## src/rtl/cache_config.sv

```systemverilog
// =============================================================================
// cache_config -- shared cache widths, arbiter state and command encodings
// Rev 1.0
// =============================================================================
`default_nettype none

package cache_config;

   localparam int ADDRESS_WIDTH          = 32;
   localparam int DATA_WIDTH             = 32;
   localparam int MAIN_MEMORY_DATA_WIDTH = 128;
   localparam int NUM_PORTS_DEFAULT      = 4;

   typedef enum logic [1:0] {
      IDLE    = 2'd0,
      ISSUE   = 2'd1,
      WAIT    = 2'd2,
      RELEASE = 2'd3
   } arb_state_t;

   // Command latched at grant time; selects which completion is honoured.
   typedef enum logic [1:0] {
      CMD_READ  = 2'd0,
      CMD_WRITE = 2'd1,
      CMD_WB    = 2'd2
   } l2_cmd_t;

endpackage

`default_nettype wire

```

## src/rtl/l2_request_arbiter_rr_select.sv

```systemverilog
// =============================================================================
// rr_select -- combinational round-robin pick: first request at or above ptr,
// wrapping to 0. Rev 1.0
// =============================================================================
`default_nettype none

module rr_select #(
   parameter int NUM_PORTS     = 4,
   parameter int ARB_PTR_WIDTH = 2
) (
   input  logic [NUM_PORTS-1:0]     req_i,
   input  logic [ARB_PTR_WIDTH-1:0] ptr_i,
   output logic [NUM_PORTS-1:0]     gnt_o,
   output logic [ARB_PTR_WIDTH-1:0] idx_o,
   output logic                     valid_o
);

   logic [ARB_PTR_WIDTH-1:0] cand;

   always_comb begin
      gnt_o   = '0;
      idx_o   = '0;
      valid_o = 1'b0;
      cand    = '0;
      for (int i = 0; i < NUM_PORTS; i++) begin
         cand = ARB_PTR_WIDTH'((int'(ptr_i) + i) % NUM_PORTS);
         if (!valid_o && req_i[cand]) begin
            valid_o     = 1'b1;
            gnt_o[cand] = 1'b1;
            idx_o       = cand;
         end
      end
   end

endmodule

`default_nettype wire

```

## src/rtl/l2_request_arbiter.sv

```systemverilog
// =============================================================================
// l2_request_arbiter -- round-robin arbiter granting one L1d port the L2 until
// its command completes. Optional macro: L2_ARB_WB_PRIORITY_EN. Rev 1.0
// =============================================================================
`default_nettype none

module l2_request_arbiter
   import cache_config::*;
#(
   parameter int NUM_PORTS     = NUM_PORTS_DEFAULT,
   parameter int ARB_PTR_WIDTH = 2
) (
   input  logic                                                clk,
   input  logic                                                reset,
   input  logic [NUM_PORTS-1:0]                                req_read,
   input  logic [NUM_PORTS-1:0]                                req_write,
   input  logic [NUM_PORTS-1:0]                                req_wb,
   input  logic [NUM_PORTS-1:0][ADDRESS_WIDTH-1:0]             req_addr,
   input  logic [NUM_PORTS-1:0][DATA_WIDTH-1:0]                req_write_data,
   input  logic [NUM_PORTS-1:0][MAIN_MEMORY_DATA_WIDTH-1:0]    req_wb_data,
   input  logic                                                L2_ready,
   input  logic                                                write_to_L2_verified,
   input  logic                                                write_back_to_L2_verified,
   output logic [ADDRESS_WIDTH-1:0]                            cache_L2_memory_address,
   output logic                                                read_from_L2_request,
   output logic                                                write_to_L2_request,
   output logic                                                write_back_to_L2_request,
   output logic [DATA_WIDTH-1:0]                               l2_write_data,
   output logic [MAIN_MEMORY_DATA_WIDTH-1:0]                   write_back_to_L2_data,
   output logic [NUM_PORTS-1:0]                                grant,
   output logic [NUM_PORTS-1:0]                                done,
   output logic                                                busy
);

   localparam logic [ARB_PTR_WIDTH-1:0] c_ptr_one  = ARB_PTR_WIDTH'(1);
   localparam logic [ARB_PTR_WIDTH-1:0] c_ptr_last = ARB_PTR_WIDTH'(NUM_PORTS - 1);

   arb_state_t                        state_q, state_d;
   l2_cmd_t                           cmd_q, cmd_d;
   logic [ARB_PTR_WIDTH-1:0]          ptr_q, ptr_d;
   logic [ARB_PTR_WIDTH-1:0]          owner_q, owner_d;
   logic [NUM_PORTS-1:0]              grant_q, grant_d;
   logic [ADDRESS_WIDTH-1:0]          addr_q, addr_d;
   logic [DATA_WIDTH-1:0]             wdata_q, wdata_d;
   logic [MAIN_MEMORY_DATA_WIDTH-1:0] wbdata_q, wbdata_d;

   logic [NUM_PORTS-1:0]              any_req;
   logic [NUM_PORTS-1:0]              arb_req;
   logic [NUM_PORTS-1:0]              sel_gnt;
   logic [ARB_PTR_WIDTH-1:0]          sel_idx;
   logic                              sel_valid;
   logic                              cmd_done;
   logic                              issuing;

   assign any_req = req_read | req_write | req_wb;

`ifdef L2_ARB_WB_PRIORITY_EN
   // Pending victims are drained first; rotation then runs over wb ports only.
   assign arb_req = (|req_wb) ? req_wb : any_req;
`else
   assign arb_req = any_req;
`endif

   rr_select #(
      .NUM_PORTS     (NUM_PORTS),
      .ARB_PTR_WIDTH (ARB_PTR_WIDTH)
   ) u_rr_select (
      .req_i   (arb_req),
      .ptr_i   (ptr_q),
      .gnt_o   (sel_gnt),
      .idx_o   (sel_idx),
      .valid_o (sel_valid)
   );

   always_comb begin
      case (cmd_q)
         CMD_WRITE: cmd_done = write_to_L2_verified;
         CMD_WB:    cmd_done = write_back_to_L2_verified;
         default:   cmd_done = L2_ready;
      endcase
   end

   always_comb begin
      state_d  = state_q;
      cmd_d    = cmd_q;
      ptr_d    = ptr_q;
      owner_d  = owner_q;
      grant_d  = grant_q;
      addr_d   = addr_q;
      wdata_d  = wdata_q;
      wbdata_d = wbdata_q;
      case (state_q)
         IDLE: begin
            if (sel_valid) begin
               state_d  = ISSUE;
               grant_d  = sel_gnt;
               owner_d  = sel_idx;
               addr_d   = req_addr[sel_idx];
               wdata_d  = req_write_data[sel_idx];
               wbdata_d = req_wb_data[sel_idx];
               if (req_wb[sel_idx]) begin
                  cmd_d = CMD_WB;
               end else if (req_write[sel_idx]) begin
                  cmd_d = CMD_WRITE;
               end else begin
                  cmd_d = CMD_READ;
               end
            end
         end
         ISSUE: state_d = WAIT;
         WAIT: begin
            if (cmd_done) begin
               state_d = RELEASE;
            end
         end
         RELEASE: begin
            state_d = IDLE;
            grant_d = '0;
            ptr_d   = (owner_q == c_ptr_last) ? '0 : owner_q + c_ptr_one;
         end
         default: state_d = IDLE;
      endcase
   end

   always_ff @(posedge clk) begin
      if (!reset) begin
         state_q  <= IDLE;
         cmd_q    <= CMD_READ;
         ptr_q    <= '0;
         owner_q  <= '0;
         grant_q  <= '0;
         addr_q   <= '0;
         wdata_q  <= '0;
         wbdata_q <= '0;
      end else begin
         state_q  <= state_d;
         cmd_q    <= cmd_d;
         ptr_q    <= ptr_d;
         owner_q  <= owner_d;
         grant_q  <= grant_d;
         addr_q   <= addr_d;
         wdata_q  <= wdata_d;
         wbdata_q <= wbdata_d;
      end
   end

   assign issuing                  = (state_q == ISSUE) || (state_q == WAIT);
   assign read_from_L2_request     = issuing && (cmd_q == CMD_READ);
   assign write_to_L2_request      = issuing && (cmd_q == CMD_WRITE);
   assign write_back_to_L2_request = issuing && (cmd_q == CMD_WB);
   assign cache_L2_memory_address  = addr_q;
   assign l2_write_data            = wdata_q;
   assign write_back_to_L2_data    = wbdata_q;
   assign grant                    = grant_q;
   assign done                     = (state_q == RELEASE) ? grant_q : '0;
   assign busy                     = (state_q != IDLE);

endmodule

`default_nettype wire

```

## config.mk

```make
export PLATFORM = sky130hd
export DESIGN_NAME = l2_request_arbiter
export DESIGN_NICKNAME = d
export VERILOG_FILES = /design/src/rtl/cache_config.sv /design/src/rtl/l2_request_arbiter_rr_select.sv /design/src/rtl/l2_request_arbiter.sv
export SDC_FILE = /design/constraint.sdc
export NUM_CORES = 1
export LEC_CHECK = 0
export ABC_CLOCK_PERIOD_IN_PS = 4300
export BUFFER_PORTS_ARGS = -buffer_cell sky130_fd_sc_hd__clkbuf_2
export CAP_MARGIN = 20
export CORE_AREA = 3 3 388 390
export CTS_CLUSTER_SIZE = 20
export DETAILED_ROUTE_END_ITERATION = 8
export DIE_AREA = 0 0 391 393
export PLACE_DENSITY = 0.3
export RECOVER_POWER = 50
export REMOVE_ABC_BUFFERS = 1
export SYNTH_ARGS = -nofsm -noshare
export SYNTH_HDL_FRONTEND = slang
export SYNTH_SLANG_ARGS = --single-unit
export TNS_END_PERCENT = 10
```

## constraint.sdc

```tcl
create_clock -name clk -period 4.3 [get_ports clk]
set_input_delay 0.645 -clock clk [delete_from_list [all_inputs] [get_ports clk]]
set_output_delay 0.645 -clock clk [all_outputs]
set_load 0.05 [all_outputs]
```

==> results.toml <==
[finish]
seqCellArea_sq_um = 4080
drive_above_1_share_pct = 49.4
syn2layout_area_growth_pct = 59.4
fillerInstances = 17040
multiInputGateArea_sq_um = 8500
nNetsFinal = 3006
stdcell_count = 4160

[floorplan]
core_area_sq_um = 147000
fp.dieH_um = 393
die_area_sq_um = 154000
row_count = 141
start_util_pct = 9.08
die_w_um = 391
ios = 989

[grt]
grt_antenna_before_repair = 9
track_usage_pct = 10.7
grt_use_met3_pct = 2.23
grt.met2_usage_pct = 18.7
grt_pass1_vias = 14240
grt_max_degree = 63
grt_pass1_wl_um = 115000
use_met1_pct = 13.1
grt_overflow = 0
top_usage_layer = "met2"

[synth]
synthFlopType = "dfxtp_1"
yosysUniqueCellTypes = 54
post-synth-top-count-cell = "mux2i_1"
synth_seq_cells = 204
syn_inst = 1236
synth-seq-area-share_pct = 30.5
yosysTopAreaCellShare_pct = 30.5
syn_area_sq_um = 13400
yosys-top-cells-area = "dfxtp_1 30%, mux2i_1 29%, o221ai_2 20%"
synthArstFlopShare_pct = 0
synth_edf_count = 0
synth_top_area_cell = "dfxtp_1"
syn_area_per_cell_sq_um = 10.8
yosys-top-cells-count = "387 x mux2i_1, 206 x nand2_1, 204 x dfxtp_1"
yosys_warnings = 0

[clock_network]
cts_setup_buffers = 0
hold_buffers = 0
cts_tree = "yes"
cts_max_path_buffers = 3
postCtsResizedCells = 0
clock_sinks = 204
clockRootBuffer = "clkbuf_16"
path_clk_slew_ns = 0.06
clk_latency_ns = 0.61
htreeDepth = 1
cts_buffers = 29

[worst_setup_path]
crit_family = "simple AND/OR/NAND/NOR gates"
cp-startpoint = "ptr_q[1]"
cp.required_ns = 4.77
r2r_setup_slack_ns = 0.76
end_kind = "flop"
crit_type = "reg -> reg"
max_stage_delay_ns = 0.50
cp_max_fo = 58
r2r-end = "l2_write_data[1]"
reg2reg_from = "ptr_q[1]"
crit_path_end = "l2_write_data[1]"
crit_cells = 10
critPathSlowestCell = "dfxtp_1"
crit_buf_inv = 2
r2r_cells = 10
cp.arrival_ns = 4.01
cp-start-kind = "flop"
path_cells = "inv_1 -> ha_1 -> nor4_1 -> nand3_1 -> and3_1 -> nand2_4 -> xnor2_2 -> or2_4 -> buf_12 -> o221ai_2"

[placed_design]
placed_cells = 4105
dp_hpwl_um = 75700
io_buffers = 988
place.gp.congestion = 0.803

[detailed_routing]
final_antenna_net_count = 0
vias = 13739
drt_iter0_markers = 490
vias_per_cell = 3.30
drt_first_pass_iters = 5
wl_per_cell_um = 21.3
wirelength_um = 88700
drc_errors = 0

[sta]
setup_violations = 0
period_share_pct = 82.4
whs_ns = 0.342
slew_violations = 0
finClkSkew_ns = 0.0295
worst_pin_slew_ns = 1.06
hold_violations = 0
period_needed_ns = 3.54
fmax_ghz = 0.282
fin_tns_setup_ns = 0
slew_headroom_pct = 29.5
rsz0062_at_grt = "no"

[flow_run]
cap_violations = 0

[pwr]
vdd_drop_max_mv = 0.288
leakage_nw = 11.0
p_per_area_nw_per_um2 = 594

[hold_path]
min_path_type = "in -> reg"
min_from = "req_wb_data[279]"

[run_status]
status = "completed"
## registers in the layout (all words and copies together) (netlist names)
| name | flops |
|---|---|
| write_back_to_L2_data | 128 |
| cache_L2_memory_address | 32 |
| l2_write_data | 32 |
| grant | 4 |
| cmd_q | 2 |
| owner_q | 2 |
| ptr_q | 2 |
| state_q | 2 |
## final cells by class
class	instances	share of cell area (%)
diodes	4	0.0469
flip-flops and latches	204	19.1
clock inverters	7	0.311
clock buffers	44	4.04
inverters	7	0.123
well taps	1930	11.3
repair buffers	1053	25.3
multi-input cells	911	39.8
## logic make-up after synthesis
group / Yosys count / synth area share, %
muxes: 392 / 29.5
adders and majority gates: 15 / 1.40
AOI/OAI and AO/OA: 239 / 23.5
and+or+nand+nor: 264 / 8.56
DFF: 204 / 30.5
xor gates and xnor gates: 1 / 0.121
buffers and inverters: 121 / 6.37
## tightest hold or removal path: stages
cell      delay [ns]
clkbuf_2        0.07
mux2i_1         0.07
o221ai_2        0.14
## how the worst min path moves through the flow
stage                                  endpoint  slack (ns)  cells past startpoint
floorplan                              cmd_q[0]        0.45                      2
detailed placement  cache_L2_memory_address[21]        0.45                      2
global route                  l2_write_data[13]        0.31                      3
CTS                           l2_write_data[14]        0.27                      3
finish                write_back_to_L2_data[23]        0.34                      3
global placement    cache_L2_memory_address[13]        0.45                      2
## metrics by stage
stage / utilization (%) / area (sq um) / worst slack (ns) / total power, W
finish: 14.5 / 21400 / 0.757 / 0.0127
global route: 14.5 / 21400 / 0.458 / 0.0134
CTS: 14.6 / 21600 / 0.708 / 0.0133
detailed placement: 14.0 / 20700 / 0.736 / 0.0107
global placement: 14.0 / 20700 / 0.790 / 0.0107
floorplan: - / 12600 / -28.10 / 0.00842
## cell usage in the layout (no fill, tap or decap), drive strengths merged, types with 2 or more instances in the layout
cell and instances:
ha 15, or3 4, o21a 2, mux2 3
o22ai 2, diode 4, a211oi 2, nor2 9
and2 9, a21boi 2, nand4 4, clkbuf 1032
dfxtp 204, o221ai 192, nand3 6, nor2b 8
mux4 2, clkinv 4, a22oi 8, nor3 8
o21ai 7, or2 2, mux2i 387, a22o 2
buf 65, a21o 3, nor4 3, and3 3
inv 8, a21oi 11, nand2 207
## layer usage
layer | up-vias | wire [um]
met3 | 74 | 5250
met1 | 6445 | 36900
met5 | - | 24
met2 | 510 | 44200
met4 | 4 | 2320
li1 | 6706 | -
## power breakdown
| group | leakage (nW) | internal [W] | switching, W |
|---|---|---|---|
| logic | 8.89 | 0.00167 | 0.00539 |
| clock network | 0.458 | 0.00142 | 0.00104 |
| registers | 1.69 | 0.00267 | 0.000496 |
| total | 11.0 | 0.00577 | 0.00693 |
No activity file was read; power rests on OpenSTA's default activity.
